[src/rtl/wb_coef_loader.sv]
// Streams NCOEF coefficients into a Wishbone config slave, reads them back,
// and flags an error on checksum mismatch or a missing ack.
module wb_coef_loader #(
    parameter int CFGAW     = 32,
    parameter int CFGDW     = 32,
    parameter int COEFW     = 18,
    parameter int NCOEF     = 32,
    parameter int BASE_ADDR = 0,
    parameter int TIMEOUT   = 255
) (
    input  logic                    clk,
    input  logic                    rst,
    input  logic                    start,
    output logic                    busy,
    output logic                    done,
    output logic                    err,
    input  logic signed [COEFW-1:0] s_axis_tdata,
    input  logic                    s_axis_tvalid,
    output logic                    s_axis_tready,
    output logic                    cyc_o,
    output logic                    stb_o,
    output logic                    we_o,
    input  logic                    ack_i,
    input  logic                    stall_i,
    output logic [CFGAW-1:0]        addr_o,
    output logic signed [CFGDW-1:0] data_o,
    input  logic signed [CFGDW-1:0] data_i
);

    localparam int IW = (NCOEF > 1) ? $clog2(NCOEF) : 1;
    localparam int TW = $clog2(TIMEOUT + 1);
    localparam logic [IW-1:0]    IDX_LAST = IW'(NCOEF - 1);
    localparam logic [TW-1:0]    TO_LAST  = TW'(TIMEOUT - 1);
    localparam logic [CFGAW-1:0] BASE     = CFGAW'(BASE_ADDR);

    localparam logic [2:0] S_IDLE   = 3'd0;
    localparam logic [2:0] S_WFETCH = 3'd1;
    localparam logic [2:0] S_WREQ   = 3'd2;
    localparam logic [2:0] S_WACK   = 3'd3;
    localparam logic [2:0] S_RREQ   = 3'd4;
    localparam logic [2:0] S_RACK   = 3'd5;
    localparam logic [2:0] S_FINISH = 3'd6;

    logic [2:0]              state_q, state_d;
    logic [IW-1:0]           idx_q, idx_d;
    logic [TW-1:0]           to_q, to_d;
    logic [CFGDW-1:0]        wsum_q, wsum_d, rsum_q, rsum_d;
    logic                    busy_q, busy_d, done_q, done_d, err_q, err_d;
    logic                    rdy_q, rdy_d, cyc_q, cyc_d, stb_q, stb_d, we_q, we_d;
    logic [CFGAW-1:0]        addr_q, addr_d;
    logic signed [CFGDW-1:0] data_q, data_d;
    logic signed [CFGDW-1:0] sx;
    logic                    last;

    assign sx   = s_axis_tdata;
    assign last = (idx_q == IDX_LAST);

    always_comb begin
        state_d = state_q;
        idx_d   = idx_q;
        to_d    = to_q;
        wsum_d  = wsum_q;
        rsum_d  = rsum_q;
        err_d   = err_q;
        done_d  = 1'b0;
        rdy_d   = 1'b0;
        stb_d   = 1'b0;
        cyc_d   = cyc_q;
        we_d    = we_q;
        addr_d  = addr_q;
        data_d  = data_q;
        case (state_q)
            S_IDLE: if (start) begin
                idx_d   = '0;
                wsum_d  = '0;
                rsum_d  = '0;
                err_d   = 1'b0;
                cyc_d   = 1'b1;
                rdy_d   = 1'b1;
                state_d = S_WFETCH;
            end
            S_WFETCH: begin
                rdy_d = 1'b1;
                if (rdy_q && s_axis_tvalid) begin
                    data_d  = sx;
                    wsum_d  = wsum_q + sx;
                    addr_d  = BASE + CFGAW'(idx_q);
                    we_d    = 1'b1;
                    stb_d   = 1'b1;
                    rdy_d   = 1'b0;
                    state_d = S_WREQ;
                end
            end
            S_WREQ, S_RREQ: begin
                if (!stall_i) begin
                    to_d    = '0;
                    state_d = (state_q == S_WREQ) ? S_WACK : S_RACK;
                end else begin
                    stb_d = 1'b1;
                end
            end
            S_WACK, S_RACK: begin
                if (ack_i) begin
                    if (state_q == S_RACK) begin
                        rsum_d = rsum_q + data_i;
                        if (last) begin
                            // Verify on the final ack so err is ready with done
                            err_d   = err_q | (wsum_q != rsum_d);
                            done_d  = 1'b1;
                            cyc_d   = 1'b0;
                            we_d    = 1'b0;
                            state_d = S_FINISH;
                        end else begin
                            idx_d   = idx_q + 1'b1;
                            addr_d  = BASE + CFGAW'(idx_d);
                            stb_d   = 1'b1;
                            state_d = S_RREQ;
                        end
                    end else if (last) begin
                        idx_d   = '0;
                        addr_d  = BASE;
                        we_d    = 1'b0;
                        stb_d   = 1'b1;
                        state_d = S_RREQ;
                    end else begin
                        idx_d   = idx_q + 1'b1;
                        rdy_d   = 1'b1;
                        state_d = S_WFETCH;
                    end
                end else if (to_q == TO_LAST) begin
                    err_d   = 1'b1;
                    done_d  = 1'b1;
                    cyc_d   = 1'b0;
                    we_d    = 1'b0;
                    state_d = S_FINISH;
                end else begin
                    to_d = to_q + 1'b1;
                end
            end
            S_FINISH: state_d = S_IDLE;
            default:  state_d = S_IDLE;
        endcase
        busy_d = (state_d != S_IDLE);
    end

    always_ff @(posedge clk) begin
        if (rst) begin
            state_q <= S_IDLE;
            idx_q   <= '0;
            to_q    <= '0;
            wsum_q  <= '0;
            rsum_q  <= '0;
            busy_q  <= 1'b0;
            done_q  <= 1'b0;
            err_q   <= 1'b0;
            rdy_q   <= 1'b0;
            cyc_q   <= 1'b0;
            stb_q   <= 1'b0;
            we_q    <= 1'b0;
            addr_q  <= '0;
            data_q  <= '0;
        end else begin
            state_q <= state_d;
            idx_q   <= idx_d;
            to_q    <= to_d;
            wsum_q  <= wsum_d;
            rsum_q  <= rsum_d;
            busy_q  <= busy_d;
            done_q  <= done_d;
            err_q   <= err_d;
            rdy_q   <= rdy_d;
            cyc_q   <= cyc_d;
            stb_q   <= stb_d;
            we_q    <= we_d;
            addr_q  <= addr_d;
            data_q  <= data_d;
        end
    end

    assign busy          = busy_q;
    assign done          = done_q;
    assign err           = err_q;
    assign s_axis_tready = rdy_q;
    assign cyc_o         = cyc_q;
    assign stb_o         = stb_q;
    assign we_o          = we_q;
    assign addr_o        = addr_q;
    assign data_o        = data_q;

endmodule

[config.mk]
export PLATFORM = sky130hd
export DESIGN_NAME = wb_coef_loader
export DESIGN_NICKNAME = d
export VERILOG_FILES = /design/src/rtl/wb_coef_loader.sv
export SDC_FILE = /design/constraint.sdc
export NUM_CORES = 1
export LEC_CHECK = 0
export BUFFER_PORTS_ARGS = -buffer_cell sky130_fd_sc_hd__buf_4
export CAP_MARGIN = 20
export CORE_UTILIZATION = 45
export DETAILED_ROUTE_END_ITERATION = 10
export PLACE_DENSITY = 0.63
export SLEW_MARGIN = 20
export SYNTH_ARGS = -nofsm -noshare
export SYNTH_HDL_FRONTEND = slang
export SYNTH_SLANG_ARGS = --single-unit
[constraint.sdc]
create_clock -name clk -period 8.57 [get_ports clk]
set_input_delay 0.4285 -clock clk [delete_from_list [all_inputs] [get_ports clk]]
set_output_delay 0.4285 -clock clk [all_outputs]
set_load 0.02 [all_outputs]
==> impl_metrics.yaml <==
sta:
  setup_viol: 0
  max_clock_freq_ghz: 0.2752
  holdWs_ns: 0.3089
  rsz0062_at_grt: "false"
  tightest_slew_ns: 0.8977
  period_share: 0.4239
  max-slew-margin-rel: 0.3952
  finalMaxSlewViolations: 0
  skew_ns: 0.01337
  hold_viol: 0
  tns_ns: 0
  fin_crit_ns: 3.633
run_status:
  outcome: "finished, final reports clean"
floorplanning:
  die-area_mm2: 0.02027
  coreArea_mm2: 0.01902
  die_w_um: 142.4
  start_util: 0.4663
  io_pins: 127
  fp.dieH_um: 142.4
  num_rows: 50
cells_and_area:
  drive_gt1_frac: 0.1320
  final_cell_mix: "nor2_1 (138), a21oi_1 (111), dfxtp_1 (110), buf_4 (104), nand2_1 (100)"
  fin_area_mm2: 0.009839
  area_delta_synth_final_pct: 10.95
  layout_commonest_cell: "nor2_1"
  seqCellArea_mm2: 0.002202
  nNetsFinal: 1318
  antenna_cells: 0
  n_fill_cell: 1949
  multi_input_area_mm2: 0.006125
pwr:
  peakVddDrop_uv: 85.88
  power.share.sequential: 0.445
  leakagePower_nw: 4.253
  p_comb_frac: 0.194
  p_switching_mw: 0.3807
  pwr-share-clk: 0.361
  switching_share: 0.3188
  power.density_mw_per_mm2: 121.4
  intPower_mw: 0.8134
flow_run:
  drv_cap: 0
yosys:
  ys.flop_type: "dfxtp_1"
  synth_area_per_cell_um2: 7.739
  synth_cell_types: 82
  synth-adder-area-share: 0.1016
  async_flop_share: 0
  synth_xor_area_frac: 0.09043
  synth_compound_area_frac: 0.2706
  ys_ff_latch: 110
  synth-simple-area-share: 0.2099
  synth_cells: 1146
  ys_warn_count: 0
  synth_top_family_by_area: "compound AO/OA/AOI/OAI gates"
  synth_edf_count: 0
  syn_area_mm2: 0.008869
  ys_seq_area_frac: 0.2483
  synthMuxAreaShare: 0.005079
global_routing:
  grt_use_total: 0.2443
  grt_max_degree: 79
  grt_overflow: 0
  grt_pass1_vias: 7533
  antenna_found_initial: 0
  grt_pass1_wl_um: 38950
clock_network:
  clk_pin_slew_ns: 0.08
  cts_tree: "yes"
  cts_buffer_depth: 2
  cts_hold_buf: 0
  worstSkewPairLatency_ns: 0.37
  cts_sinks: 110
  htreeDepth: 3
  post_cts_buffers: 0
  cts_buffers: 9
  cts_resized: 0
  ctsRootBufferMaster: "clkbuf_16"
setup_path:
  worstPathRequired_ns: 8.83
  reg2reg_slack_ns: 4.94
  crit_path_max_fanout: 6
  crit_end: "err"
  rr_worst_depth: 14
  rr_endpoint: "err"
  cpMaxStageDelayCell: "fa_1"
  cpPeakStageDelay_ns: 0.40
  critical_path.startpoint: "rsum_q[0]"
  worstReg2RegStart: "rsum_q[0]"
  path_cells: "ha_1 -> inv_1 -> fa_1 -> nand2b_1 -> a211oi_4 -> o21a_1 -> a211oi_1 -> a2111oi_0 -> nand4_1 -> nor4_1 -> nand4_1 -> nor4_1 -> nand4_1 -> o21a_1"
  cp-end-kind: "flop"
  critPathArrivalTime_ns: 3.90
  crit_top_cell: "nand4_1"
  worstSetupStartpointType: "flop"
  path_class: "reg2reg"
hold_path:
  hold_path.class: "in2reg"
  hold_depth: 3
placement:
  place.gp.congestion: 0.9598
  io_buffers: 99
  post-dp-hpwl_um: 18210
  placed_area_mm2: 0.009549
detailed_routing:
  drt_wl_total_um: 24330
  wl_per_cell_um: 16.70
  drc_errors: 0
  ant_nets: 0
  vias: 8179
  first_pass_iters: 5
  first_iter_violations: 579
  via_per_inst: 5.614
per-layer routing:
| metal | GRT usage | wire, um |
|---|---|---|
| met3 | 0.03869 | 1107 |
| met5 | 0 | 0 |
| met4 | 0.05263 | 284 |
| met2 | 0.3978 | 11130 |
| met1 | 0.3378 | 11810 |
flip-flops by register name (all words and copies together), names as in the netlist:
register and cells:
addr_o 5, err 1, state_q 3, wsum_q 32, stb_o 1, cyc_o 1, busy 1, idx_q 5
data_o 18, done 1, to_q 8, we_o 1, s_axis_tready 1, rsum_q 32
final cells by class:
type | count | share of cell area
timing repair buffer | 104 | 0.07935
multi-input combinational | 936 | 0.6225
clock buffer | 9 | 0.02289
inverter | 31 | 0.01183
tap | 260 | 0.03306
sequential | 110 | 0.2238
clock inverter | 7 | 0.006612
worst max-delay path, delay by kind of cell, from the launching register on:
family,cells,cell delay (ns)
adders and majority gates,2,0.59
DFF,1,0.35
and+or+nand+nor,6,1.21
buffers and inverters,1,0.06
AOI/OAI and AO/OA,5,1.34
synth_stat cells, drive strengths merged, types with 3 or more instances:
| library cell | count | area [um2] |
|---|---|---|
| or3b | 4 | 35.03 |
| nand2 | 100 | 375.4 |
| inv | 31 | 116.4 |
| nor3 | 28 | 140.1 |
| nor2 | 141 | 531.8 |
| a21oi | 117 | 608.1 |
| nand2b | 10 | 62.56 |
| o21bai | 7 | 52.55 |
| nor3b | 7 | 52.55 |
| o21ai | 56 | 291.5 |
| nand4b | 4 | 35.03 |
| a211oi | 12 | 102.6 |
| or2 | 5 | 31.28 |
| a22oi | 50 | 389.1 |
| nor4 | 10 | 62.56 |
| nand3b | 9 | 67.56 |
| nand3 | 21 | 105.1 |
| o221ai | 5 | 50.04 |
| a31oi | 9 | 56.30 |
| mux2 | 4 | 45.04 |
| a21o | 36 | 270.3 |
| and2 | 8 | 51.30 |
| nor2b | 8 | 50.05 |
| buf | 57 | 394.1 |
| xnor2 | 43 | 376.6 |
| ha | 68 | 850.8 |
| o21a | 14 | 106.4 |
| o31ai | 5 | 37.54 |
| dfxtp | 110 | 2202 |
| nand4 | 14 | 87.58 |
| o211ai | 3 | 22.52 |
| o2111ai | 3 | 32.53 |
| clkbuf | 38 | 142.6 |
| a21boi | 5 | 37.54 |
| xnor3 | 5 | 112.6 |
| or3 | 13 | 86.33 |
| xor2 | 33 | 289.0 |
| a211o | 3 | 26.28 |
| and3 | 10 | 63.81 |
| a2111oi | 4 | 53.81 |
| a221oi | 4 | 35.03 |
worst min-delay path by stage:
stage | from | to | slack (ns)
4_1_cts | s_axis_tdata[16] | data_o[16] | 0.30
5_1_grt | s_axis_tdata[4] | data_o[4] | 0.32
6_report | s_axis_tdata[16] | data_o[16] | 0.31
2_1_floorplan | rsum_q[23] | rsum_q[23] | 0.46
3_5_place_dp | data_o[3] | data_o[3] | 0.45
3_3_place_gp | data_o[8] | data_o[8] | 0.44
through the flow:
| step | setup slack, ns | utilization | instances | power [mW] |
|---|---|---|---|---|
| floorplan | 5.317 | - | 1172 | 0.7114 |
| global placement | 4.947 | 0.5021 | 1441 | 0.7735 |
| detailed placement | 4.793 | 0.5021 | 1441 | 0.7738 |
| CTS | 4.960 | 0.5174 | 1457 | 1.210 |
| global route | 4.675 | 0.5174 | 1457 | 1.249 |
| finish | 4.937 | 0.5174 | 1457 | 1.194 |
cells by family after synthesis:
logic type,count (synthesis)
XOR/XNOR,82
other,1
multiplexers,4
AO/OA/AOI/OAI,357
flip-flops,110
adder cells (fa/ha/maj),71
AND/OR/NAND/NOR,395
buffers and inverters,126
power groups by stage:
stage,Sequential [mW],Clock [mW],Combinational [mW]
after CTS,0.531,0.447,0.231
after global routing,0.533,0.461,0.255
after global placement,0.544,0,0.230
final,0.532,0.431,0.231
after floorplan,0.544,0,0.168
after detailed placement,0.544,0,0.230
Note: power is estimated with default switching activity, not from simulation.
